`src/rtl/div_unit.sv`:
```
// Iterative radix-2 restoring divider: DIV (signed quotient) / REMU (unsigned remainder).
// Optional DIV_ZERO_FAST_EN: divide-by-zero and signed overflow skip straight to DONE at accept.
module div_unit #(
   parameter int          XLEN   = 32,
   parameter int          ROB_W  = 4,
   parameter logic [3:0]  OP_DIV = 4'h8
) (
   input  logic             clk,
   input  logic             reset,
   input  logic             valid_in,
   input  logic [3:0]       ALU_op,
   input  logic [XLEN-1:0]  rs1,
   input  logic [XLEN-1:0]  rs2,
   input  logic [ROB_W-1:0] ROB_entry,
   input  logic             flush,
   output logic             ready,
   output logic             result_valid,
   output logic [XLEN-1:0]  result,
   output logic [ROB_W-1:0] result_ROB_entry,
   input  logic             result_ack
);

   localparam int CNT_W = $clog2(XLEN);
   localparam logic [XLEN-1:0] INT_MIN = {1'b1, {(XLEN-1){1'b0}}};

   typedef enum logic [1:0] {S_IDLE, S_BUSY, S_DONE} state_t;

   function automatic logic [XLEN-1:0] f_neg(input logic [XLEN-1:0] v);
      return ~v + {{(XLEN-1){1'b0}}, 1'b1};
   endfunction

   state_t            r_state;
   logic              r_ready;
   logic              r_valid;
   logic [XLEN-1:0]   r_result;
   logic [ROB_W-1:0]  r_tag;
   logic              r_is_div;
   logic              r_neg_q;
   logic              r_special;
   logic [XLEN-1:0]   r_spec_val;
   logic [XLEN-1:0]   r_rem;
   logic [XLEN-1:0]   r_quo;
   logic [XLEN-1:0]   r_dvs;
   logic [CNT_W-1:0]  r_cnt;

   logic              w_is_div;
   logic              w_s1;
   logic              w_s2;
   logic [XLEN-1:0]   w_mag1;
   logic [XLEN-1:0]   w_mag2;
   logic              w_zero;
   logic              w_ovf;
   logic              w_special;
   logic [XLEN-1:0]   w_spec_val;
   logic [XLEN:0]     w_rem_sh;
   logic [XLEN:0]     w_diff;
   logic              w_sub_ok;
   logic [XLEN-1:0]   w_rem_nx;
   logic [XLEN-1:0]   w_quo_nx;
   logic [XLEN-1:0]   w_fin;

   // Operand conditioning at issue; any op other than DIV behaves as REMU
   assign w_is_div   = (ALU_op == OP_DIV);
   assign w_s1       = w_is_div & rs1[XLEN-1];
   assign w_s2       = w_is_div & rs2[XLEN-1];
   assign w_mag1     = w_s1 ? f_neg(rs1) : rs1;
   assign w_mag2     = w_s2 ? f_neg(rs2) : rs2;
   assign w_zero     = (rs2 == '0);
   assign w_ovf      = w_is_div & (rs1 == INT_MIN) & (rs2 == '1);
   assign w_special  = w_zero | w_ovf;
   assign w_spec_val = w_zero ? (w_is_div ? '1 : rs1) : INT_MIN;

   // One restoring step: {rem,quo} << 1, trial subtract, keep if non-negative
   assign w_rem_sh = {r_rem, r_quo[XLEN-1]};
   assign w_diff   = w_rem_sh - {1'b0, r_dvs};
   assign w_sub_ok = ~w_diff[XLEN];
   assign w_rem_nx = w_sub_ok ? w_diff[XLEN-1:0] : w_rem_sh[XLEN-1:0];
   assign w_quo_nx = {r_quo[XLEN-2:0], w_sub_ok};

   assign w_fin = r_special ? r_spec_val :
                  r_is_div  ? (r_neg_q ? f_neg(w_quo_nx) : w_quo_nx) :
                              w_rem_nx;

   always_ff @(posedge clk) begin
      if (reset) begin
         r_state    <= S_IDLE;
         r_ready    <= 1'b1;
         r_valid    <= 1'b0;
         r_result   <= '0;
         r_tag      <= '0;
         r_is_div   <= 1'b0;
         r_neg_q    <= 1'b0;
         r_special  <= 1'b0;
         r_spec_val <= '0;
         r_rem      <= '0;
         r_quo      <= '0;
         r_dvs      <= '0;
         r_cnt      <= '0;
      end else if (flush) begin
         r_state  <= S_IDLE;
         r_ready  <= 1'b1;
         r_valid  <= 1'b0;
         r_result <= '0;
      end else begin
         case (r_state)
            S_IDLE: begin
               if (valid_in && r_ready) begin
                  r_tag      <= ROB_entry;
                  r_is_div   <= w_is_div;
                  r_neg_q    <= w_s1 ^ w_s2;
                  r_special  <= w_special;
                  r_spec_val <= w_spec_val;
                  r_rem      <= '0;
                  r_quo      <= w_mag1;
                  r_dvs      <= w_mag2;
                  r_cnt      <= CNT_W'(XLEN-1);
                  r_ready    <= 1'b0;
`ifdef DIV_ZERO_FAST_EN
                  if (w_special) begin
                     r_state  <= S_DONE;
                     r_valid  <= 1'b1;
                     r_result <= w_spec_val;
                  end else begin
                     r_state  <= S_BUSY;
                  end
`else
                  r_state    <= S_BUSY;
`endif
               end
            end
            S_BUSY: begin
               r_rem <= w_rem_nx;
               r_quo <= w_quo_nx;
               if (r_cnt == '0) begin
                  r_state  <= S_DONE;
                  r_valid  <= 1'b1;
                  r_result <= w_fin;
               end else begin
                  r_cnt <= r_cnt - 1'b1;
               end
            end
            S_DONE: begin
               if (result_ack) begin
                  r_state <= S_IDLE;
                  r_valid <= 1'b0;
                  r_ready <= 1'b1;
               end
            end
            default: begin
               r_state <= S_IDLE;
               r_ready <= 1'b1;
               r_valid <= 1'b0;
            end
         endcase
      end
   end

   assign ready            = r_ready;
   assign result_valid     = r_valid;
   assign result           = r_result;
   assign result_ROB_entry = r_tag;

endmodule

```
`config.mk`:
```
export PLATFORM = sky130hd
export DESIGN_NAME = div_unit
export DESIGN_NICKNAME = d
export VERILOG_FILES = /design/src/rtl/div_unit.sv
export SDC_FILE = /design/constraint.sdc
export NUM_CORES = 1
export LEC_CHECK = 0
export ABC_CLOCK_PERIOD_IN_PS = 3800
export CORE_MARGIN = 4
export CORE_UTILIZATION = 49
export CTS_BUF_LIST = sky130_fd_sc_hd__clkbuf_4
export DETAILED_ROUTE_END_ITERATION = 8
export PLACE_DENSITY = 0.77
export REMOVE_ABC_BUFFERS = 1
export SKIP_LAST_GASP = 1
export SLEW_MARGIN = 15
export SYNTH_ARGS = -nofsm -noshare
export SYNTH_HDL_FRONTEND = slang
export SYNTH_SLANG_ARGS = --single-unit
```
`constraint.sdc`:
```
create_clock -name clk -period 3.8 [get_ports clk]
set_input_delay 0.76 -clock clk [delete_from_list [all_inputs] [get_ports clk]]
set_output_delay 0.76 -clock clk [all_outputs]
set_load 0.03 [all_outputs]
```
==> run metrics <==
initial antenna violation count=1; Post-CTS Hold Fix Bufs=0; Clock Sinks=176; post-synthesis sequential area ratio=0.306; vias in the first global route=11300; Die H=161 um; Final nets=1766; Max Slew Vio Count=0; crit start category=flop; H-tree lvl count=4; area grow syn2layout=19.6%; status=finished, final reports clean; Hold Path Cell Cnt=2; ANT nets after route=0; Yosys warning count=0; syn_area_per_cell=around 7.5 um2; I/O pins=115; Final Skew=0.0218 ns; pwr/cell area=306 nW/um2; # Max-Cap Violations=0; post-synth top area cell=dfxtp_1; async set or reset register ratio after synthesis=0; Final setup viols=0; Filler cells=around 2100; largest net degree at the start of global routing=75; Worst VDD drop=0.154 mV; IO Port Bufs=~110; mux share of post-synthesis cell area=0.0225; row count=between 50 and 60; Fmax=about 270 MHz; Worst slew margin=0.438; Post-synth top flop=dfxtp_1; CP arrival=4.29 ns; Worst-path clk slew=0.16 ns; Overall Global Routing Usage=0.276; Crit Path Max Fanout=3; cells after synthesis=1529; Starting Density=0.504; Unique masters post-synth=84; static leakage=5.02 nW; core area=22800 um2; post-synthesis simple-gate area fraction=0.204; layout cells sized above 1=0.113; count of state elements after synthesis=176; adder-cell share of the synthesized area=0.0430; global-route wire length before repair=between 50000 and 60000 um; CP Capture Type=flop; cell depth of the worst flop-to-flop path=20; routed len/inst=18.8 um; main area contributors after synthesis=dfxtp_1, a21oi_1, nor2_1, o21ai_0, nand2_1; CTS max path bufs=2; GPL Wtd Cong=0.986; Synth Area in XOR/XNOR=0.0776; dpl hpwl=26900 um; Crit Path Class=flop to flop; Routed WL=roughly 37000 um; Clk Latency, worst-skew pair=0.60 ns; CP required=4.35 ns; Post-synth EDFFs=0; DRT Pass-1 Iters=6; Root Driver=clkbuf_4; die width=161 um; top-count cell post-synth=dfxtp_1; Vias/cell=6.10; Worst-Margin Slew=0.843 ns; die area=26000 um2; Synth top cells by count=dfxtp_1, a21oi_1, nor2_1, nand2_1, o21ai_0; TritonCTS buffer count=17; combined area of all synthesized cells=around 12000 um2; combinational family with the most area after synthesis=compound AO/OA/AOI/OAI gates; final cycle utilization of the critical path=0.985; Fin Setup TNS=0 ns; DRC=0; DRT iter0 DRCs=1062; Finished Core Util=0.602; RSZ-0062 raised after global routing=yes; share of the synthesized area in the top cell type=0.306; Compound-Gate Fraction of Synth Area=0.291; min Tclk post-route=3.74 ns; total gr overflow=0; Min-Delay Path Class=flop to flop; via count=12100; CTS tree=built; final hold vios=0
## cells in the final DEF, fill, tap and decap left out, drive strengths merged, types with 17 or more instances in the layout
cell type,n
nand3,25
a21oi,173
a31oi,19
or3,22
nor3,31
nor2,164
clkbuf,17
ha,38
xor2,63
buf,90
a22oi,19
xnor2,39
o31ai,27
nor4,18
nand2,155
a211oi,61
inv,65
o21ai,127
clkdlybuf4s50,113
dfxtp,176
## metrics by stage
step,worst slack (ns),hold slack (ns),cell area [um2],total power [W],std cells
detailed placement,-0.0279,0.445,13300,0.00305,1933
CTS,0.00622,0.465,13600,0.00415,1965
global placement,-0.0466,0.437,13300,0.00303,1933
floorplan,-1.14,0.421,11100,0.00262,1428
finish,0.0575,0.465,13800,0.00422,1977
global route,-0.0863,0.485,13800,0.00440,1977
## worst max-delay path: stages (launching register included)
cell and delay (ns):
dfxtp_2 0.36, inv_2 0.07, ha_4 0.13, inv_2 0.04
fa_2 0.36, a211oi_2 0.24, o211ai_1 0.16, a21oi_2 0.19
buf_4 0.14, o41ai_4 0.06, nor3_2 0.30, nor2_4 0.08
inv_2 0.08, ha_4 0.14, nand2_4 0.06, or4_4 0.59
o31ai_4 0.24, xor2_1 0.09, a21oi_1 0.17, o21ai_2 0.08
a21oi_2 0.13
## final cells by class
class                   instances  area (um2)  share of cell area
well taps                     313         392              0.0285
flip-flops and latches        176        3530               0.256
clock buffers                  17         128             0.00927
multi-input cells            1191        7500               0.545
diodes                          1        2.50            0.000182
repair buffers                203        1830               0.133
clock inverters                15         158              0.0115
inverters                      61         229              0.0166
## report_power, final
part,total (W),internal [W],switching [W]
combinational,0.00110,0.000465,0.000639
sequential,0.00198,0.00191,0.0000670
clock,0.00113,0.000398,0.000733
total,0.00422,0.00278,0.00144
## logic make-up after synthesis
| group | count (synthesis) |
|---|---|
| fa+ha+maj | 39 |
| buf+inv | 162 |
| flops | 176 |
| simple gates | 493 |
| mux | 24 |
| compound gates | 533 |
| xor+xnor | 102 |
## path summary, 6_finish.rpt
check / start / to / slack (ns)
min: result_ROB_entry[3]$_SDFFE_PP0P_ / result_ROB_entry[3]$_SDFFE_PP0P_ / 0.46
min reg2reg: result_ROB_entry[3]$_SDFFE_PP0P_ / result_ROB_entry[3]$_SDFFE_PP0P_ / 0.46
max: r_quo[31]$_SDFFE_PP0P_ / result[28]$_SDFFE_PP0P_ / 0.06
max reg2reg: r_quo[31]$_SDFFE_PP0P_ / result[28]$_SDFFE_PP0P_ / 0.06
## repair_timing
action | CTS | global route
pin swaps | 1 | 18
endpoints found under the setup margin | 1 | 45
setup buffers | 0 | 11
resized for setup | 0 | 31
gates cloned | 0 | 0
## metal layers
metal | routed length [um] | GRT usage
met4 | 1120 | 0.0938
met1 | 15900 | 0.362
met2 | 17500 | 0.457
met3 | 2610 | 0.0503
met5 | 0 | 0
## state kept, by name, summed over array words and instances, names as in the netlist
register / count
r_dvs: 32
r_is_div: 1
result_ROB_entry: 4
r_quo: 32
result_valid: 1
result: 32
r_state: 2
r_spec_val: 32
r_neg_q: 1
ready: 1
r_special: 1
r_cnt: 5
r_rem: 32
No activity file was read; power rests on OpenSTA's default activity.
